$ cat src/rtl/toggle_cover_collector.sv
// Sticky toggle-cover bitmap that reports each newly fired point as an absolute index, lowest bit first.
// One cycle from hit to out_valid; out_ready=0 keeps reports in the pending bitmap, so none are lost.
module toggle_cover_collector #(
    parameter int WIDTH       = 9,
    parameter int COVER_INDEX = 0,
    parameter int COVER_TOTAL = 28338,
    parameter int IDX_W       = 64,
    parameter int CNT_W       = 16,
    parameter int DEDUP       = 1
) (
    input  logic              gbl_clk,
    input  logic              reset,
    input  logic [WIDTH-1:0]  valid,
    input  logic              enable,
    input  logic              clear,
    output logic              out_valid,
    input  logic              out_ready,
    output logic [IDX_W-1:0]  out_index,
    output logic [CNT_W-1:0]  hit_count,
    output logic              all_hit,
    output logic [CNT_W-1:0]  merge_count
);

    localparam int IW = (WIDTH > 1) ? $clog2(WIDTH) : 1;

    if (WIDTH < 1 || WIDTH > 1024) begin : g_bad_width
        $error("toggle_cover_collector: WIDTH must be 1..1024");
    end
    if (COVER_INDEX + WIDTH > COVER_TOTAL) begin : g_bad_range
        $error("toggle_cover_collector: COVER_INDEX + WIDTH exceeds COVER_TOTAL");
    end
    if ((64'd1 << CNT_W) <= 64'(WIDTH)) begin : g_bad_cnt
        $error("toggle_cover_collector: CNT_W too narrow for WIDTH");
    end

    logic [WIDTH-1:0] seen;
    logic [WIDTH-1:0] pending;
    logic [WIDTH-1:0] hits;
    logic [WIDTH-1:0] new_hits;
    logic [WIDTH-1:0] low_oh;
    logic [WIDTH-1:0] pop;
    logic [WIDTH-1:0] seen_next;
    logic [WIDTH-1:0] merge_hits;
    logic [IW-1:0]    low_idx;
    logic [CNT_W:0]   merge_sum;
    logic [CNT_W-1:0] merge_next;

    function automatic logic [CNT_W-1:0] popcnt(input logic [WIDTH-1:0] v);
        logic [CNT_W-1:0] c;
        c = '0;
        for (int i = 0; i < WIDTH; i++) begin
            c = c + CNT_W'(v[i]);
        end
        return c;
    endfunction

    // Priority encode from the top down so the lowest set bit wins.
    always_comb begin
        low_idx = '0;
        for (int i = WIDTH - 1; i >= 0; i--) begin
            if (pending[i]) begin
                low_idx = IW'(i);
            end
        end
        low_oh = pending & (~pending + WIDTH'(1));
    end

    always_comb begin
        hits       = (enable && !clear) ? valid : '0;
        new_hits   = (DEDUP != 0) ? (hits & ~seen) : hits;
        pop        = (out_valid && out_ready) ? low_oh : '0;
        seen_next  = seen | hits;
        merge_hits = hits & pending & ~pop;
        merge_sum  = {1'b0, merge_count} + {1'b0, popcnt(merge_hits)};
        merge_next = merge_sum[CNT_W] ? {CNT_W{1'b1}} : merge_sum[CNT_W-1:0];
    end

    always_ff @(posedge gbl_clk) begin
        if (!reset) begin
            seen        <= '0;
            pending     <= '0;
            hit_count   <= '0;
            merge_count <= '0;
        end else if (clear) begin
            seen        <= '0;
            pending     <= '0;
            hit_count   <= '0;
            merge_count <= '0;
        end else begin
            seen      <= seen_next;
            pending   <= (pending & ~pop) | new_hits;
            hit_count <= popcnt(seen_next);
            if (DEDUP == 0) begin
                merge_count <= merge_next;
            end
        end
    end

    always_comb begin
        out_valid = |pending;
        out_index = out_valid ? (IDX_W'(COVER_INDEX) + IDX_W'(low_idx)) : '0;
        all_hit   = &seen;
    end

endmodule

$ cat config.mk
export PLATFORM = sky130hd
export DESIGN_NAME = toggle_cover_collector
export DESIGN_NICKNAME = d
export VERILOG_FILES = /design/src/rtl/toggle_cover_collector.sv
export SDC_FILE = /design/constraint.sdc
export NUM_CORES = 1
export LEC_CHECK = 0
export CAP_MARGIN = 20
export CELL_PAD_IN_SITES_DETAIL_PLACEMENT = 1
export CELL_PAD_IN_SITES_GLOBAL_PLACEMENT = 1
export CORE_MARGIN = 8
export CORE_UTILIZATION = 24
export CTS_BUF_LIST = sky130_fd_sc_hd__clkbuf_4
export DETAILED_ROUTE_END_ITERATION = 10
export DONT_BUFFER_PORTS = 1
export PLACE_DENSITY_LB_ADDON = 0.1
export SLEW_MARGIN = 5
export SYNTH_ARGS = -nofsm -noshare
export SYNTH_HDL_FRONTEND = slang
export SYNTH_SLANG_ARGS = --single-unit
$ cat constraint.sdc
create_clock -name gbl_clk -period 10.2 [get_ports gbl_clk]
set_input_delay 0 -clock gbl_clk [delete_from_list [all_inputs] [get_ports gbl_clk]]
set_output_delay 0 -clock gbl_clk [all_outputs]
set_load 0.01 [all_outputs]
==> impl_metrics.csv <==
group,metric,value,unit
drt,drc,0,
floorplan,start_util,24.6,%
drt,postRouteAntennaNets,0,
final_layout,area_growth_syn_to_layout,-2.54,%
floorplan,fp.dieArea,10400,um2
logic_synthesis,synthXorXnorAreaFrac,0.494,%
logic_synthesis,syn_area,1770,um2
cts,insertion_delay,0.31,ns
cts,clk_path_buf_depth,2,
worst_setup_path,crit_path_start_kind,"flop",
pwr,p_leak,0.824,nW
global_route,grt_antenna_before_repair,0,
worst_setup_path,worstSetupPathType,"flop to flop",
worst_setup_path,endpoint_kind,"flop",
global_route,use_met2,13.2,%
worst_setup_path,r2r_slack,6.94,ns
sta,maxSlewViolCount,0,
cts,clock_sinks,22,
flow_run,max_cap_violations,0,
logic_synthesis,async_reset_ff_share,0,%
sta,setup_viol,0,
logic_synthesis,synthCells,210,
final_layout,num_antenna_cells,0,
logic_synthesis,synth-simple-area-share,16.5,%
worst_setup_path,path_max_fanout,3,
final_layout,multi_input_area,938,um2
final_layout,regArea,440,um2
outcome,outcome,"completed",
sta,min_period,3.26,ns
global_route,grt_use_met1,8.54,%
global_route,met3_usage,1.70,%
worst_setup_path,r2r_start,"seen[0]",
min_path,holdPathEnd,"pending[1]",
global_route,grt_max_degree,20,
drt,drt_iter0_drc,30,
global_route,grt_pass1_wl,6140,um
cts,tritoncts,"built",
worst_setup_path,crit_required,10.45,ns
logic_synthesis,synthDistinctLibCells,37,
worst_setup_path,r2r_end,"hit_count[1]",
logic_synthesis,synth-seq-area-share,24.8,%
placed_design,post-dp-hpwl,3440,um
logic_synthesis,ys.flop_type,"dfxtp_1",
worst_setup_path,rr_worst_depth,11,
drt,dr.pass1.iters,4,
logic_synthesis,yosysTopAreaCell,"buf_4",
floorplan,die_h,102,um
cts,clk_pin_slew,0.13,ns
sta,tns,0,ns
cts,root_buffer,"clkbuf_4",
logic_synthesis,synth_top_family_by_area,"buffers and inverters",
final_layout,drive_gt1_share,4.00,%
logic_synthesis,synth_edf_count,0,
sta,relSlewSlack,54.7,%
placed_design,port_buffers,0,
floorplan,die_width,102,um
final_layout,nets,247,
sta,fmax,307,MHz
cts,cts_made_buffers,3,
sta,grt_setup_unrepaired,"false",
sta,finalHoldViolCount,0,
drt,vias,1119,
logic_synthesis,synthTopCellsByArea,"buf_4, dfxtp_1, fa_1",
floorplan,num_io_pins,112,
global_route,grt_pass1_vias,1198,
global_route,top_usage_layer,"met2",
global_route,grtUsageTotal,7.54,%
floorplan,num_rows,31,
logic_synthesis,synth-seq-cells,22,
worst_setup_path,arrival,3.50,ns
global_route,grt_overflow,0,
cts,cts_resized,0,
pwr,ir_drop,0.0301,mV
cts,post_cts_buffers,0,
sta,finalCritPeriodShare,32.0,%
placed_design,placed_cells,305,
drt,viasPerCell,3.45,
placed_design,routabilityCongestion,0.660,
min_path,min_path_cells,4,
logic_synthesis,synth.top_cells.by_count,"buf_4, dfxtp_1, a21oi_1, nor2_1, inv_1",
sta,fin_worst_skew,0.00640,ns
drt,drt-wirelength-per-cell,12.8,um
logic_synthesis,synth_compound_area_share,10.2,%
final_layout,stdcell_count,324,
pwr,power_density,105,nW/um2
logic_synthesis,yosysMostFrequentCell,"buf_4",
final_layout,n_fill_cell,910,
min_path,min-delay-start,"clear",
min_path,hold_path.class,"input pin to flop",
logic_synthesis,synthMuxAreaShare,0,%
logic_synthesis,yosysWarnings,0,
cts,htreeDepth,1,
logic_synthesis,synth_fa_ha_area_share,7.06,%
logic_synthesis,syn-mean-instance-area,8.44,um2
sta,tightest_slew,0.679,ns
logic_synthesis,synth_top_area_share,37.3,%
drt,finalWirelength,4160,um
floorplan,fp.coreArea,7210,um2
==> metal layers <==
layer	part of all wire [%]	wire [um]	vias up
li1	-	-	533
met2	52	2140	54
met1	39	1610	530
met4	0.99	41	0
met3	8.6	358	2
met5	0	0	-
==> stage by stage <==
step	area, um2	utilization (%)	hold slack (ns)	worst slack, ns	power, W
6_report	1730	24.0	0.0888	6.94	0.000182
5_1_grt	1730	24.0	0.0997	6.78	0.000197
4_1_cts	1730	24.0	0.0687	6.89	0.000186
3_5_place_dp	1550	21.5	0.118	6.85	0.000136
3_3_place_gp	1550	21.5	0.117	6.85	0.000136
2_1_floorplan	2100	-	0.110	6.92	0.000154
==> how the worst max path moves through the flow <==
stage	startpoint	end	slack [ns]	depth (start not counted)
after global routing	seen[0]	hit_count[1]	6.78	11
after detailed placement	enable	hit_count[1]	6.85	13
after CTS	seen[0]	hit_count[1]	6.89	11
after global placement	enable	hit_count[1]	6.85	13
after floorplan	enable	hit_count[1]	6.92	14
final	seen[0]	hit_count[1]	6.94	11
==> layout by cell type (no fill, tap or decap) <==
master and instances:
ha_1 2, a311oi_1 1, nor4b_4 1, conb_1 88, or2_2 1, nor4_1 2
nand4_1 1, a32oi_1 1, a21oi_1 12, and2_1 6, o21ai_0 4, fa_1 5
a221oi_1 1, o21bai_1 1, inv_1 11, nand2b_1 2, or3_1 1, a31oi_1 1
o31ai_1 1, o311ai_2 1, nand2_1 5, clkinv_1 1, nand3_1 2, nand3b_1 5
or2_1 1, clkbuf_4 3, nor2b_1 3, nor3_1 2, nand4b_1 2, buf_4 1
nor2_1 12, xor2_1 1, a21o_1 5, dfxtp_1 22, nor4_2 1, dlygate4sd3_1 15
or3b_4 1
==> power breakdown <==
group	switching [W]	internal [W]
logic	0.0000329	0.0000147
registers	0.00000308	0.0000889
clock network	0.0000281	0.0000143
total	0.0000641	0.000118
==> critical path, stage by stage (launching register included) <==
cell	delay (ns)
dfxtp_1	0.37
a21oi_1	0.08
fa_1	0.54
inv_1	0.05
fa_1	0.52
inv_1	0.06
fa_1	0.49
inv_1	0.05
fa_1	0.44
inv_1	0.08
fa_1	0.40
nor2_1	0.10
==> repair_timing <==
item,4_1_cts,5_1_grt
setup endpoints to repair,0,0
hold buffers,15,0
hold endpoints to repair,19,0
==> flip-flops by register name, indices dropped and copies added, names as in the netlist <==
signal and count:
hit_count 4, pending 9, seen 9
==> cell families after synthesis <==
family	after synthesis
compound gates	28
xor+xnor	1
fa+ha+maj	7
other cells	1
simple gates	48
flops	22
buf+inv	103
==> area by class of cell <==
cell class	count	share of cell area, %
multi-input cells	172	54.3
flip-flops and latches	22	25.5
repair buffers	16	9.12
well taps	99	7.17
inverters	11	2.39
clock buffers	3	1.30
clock inverters	1	0.217
Power figures use the tool's default switching activity.
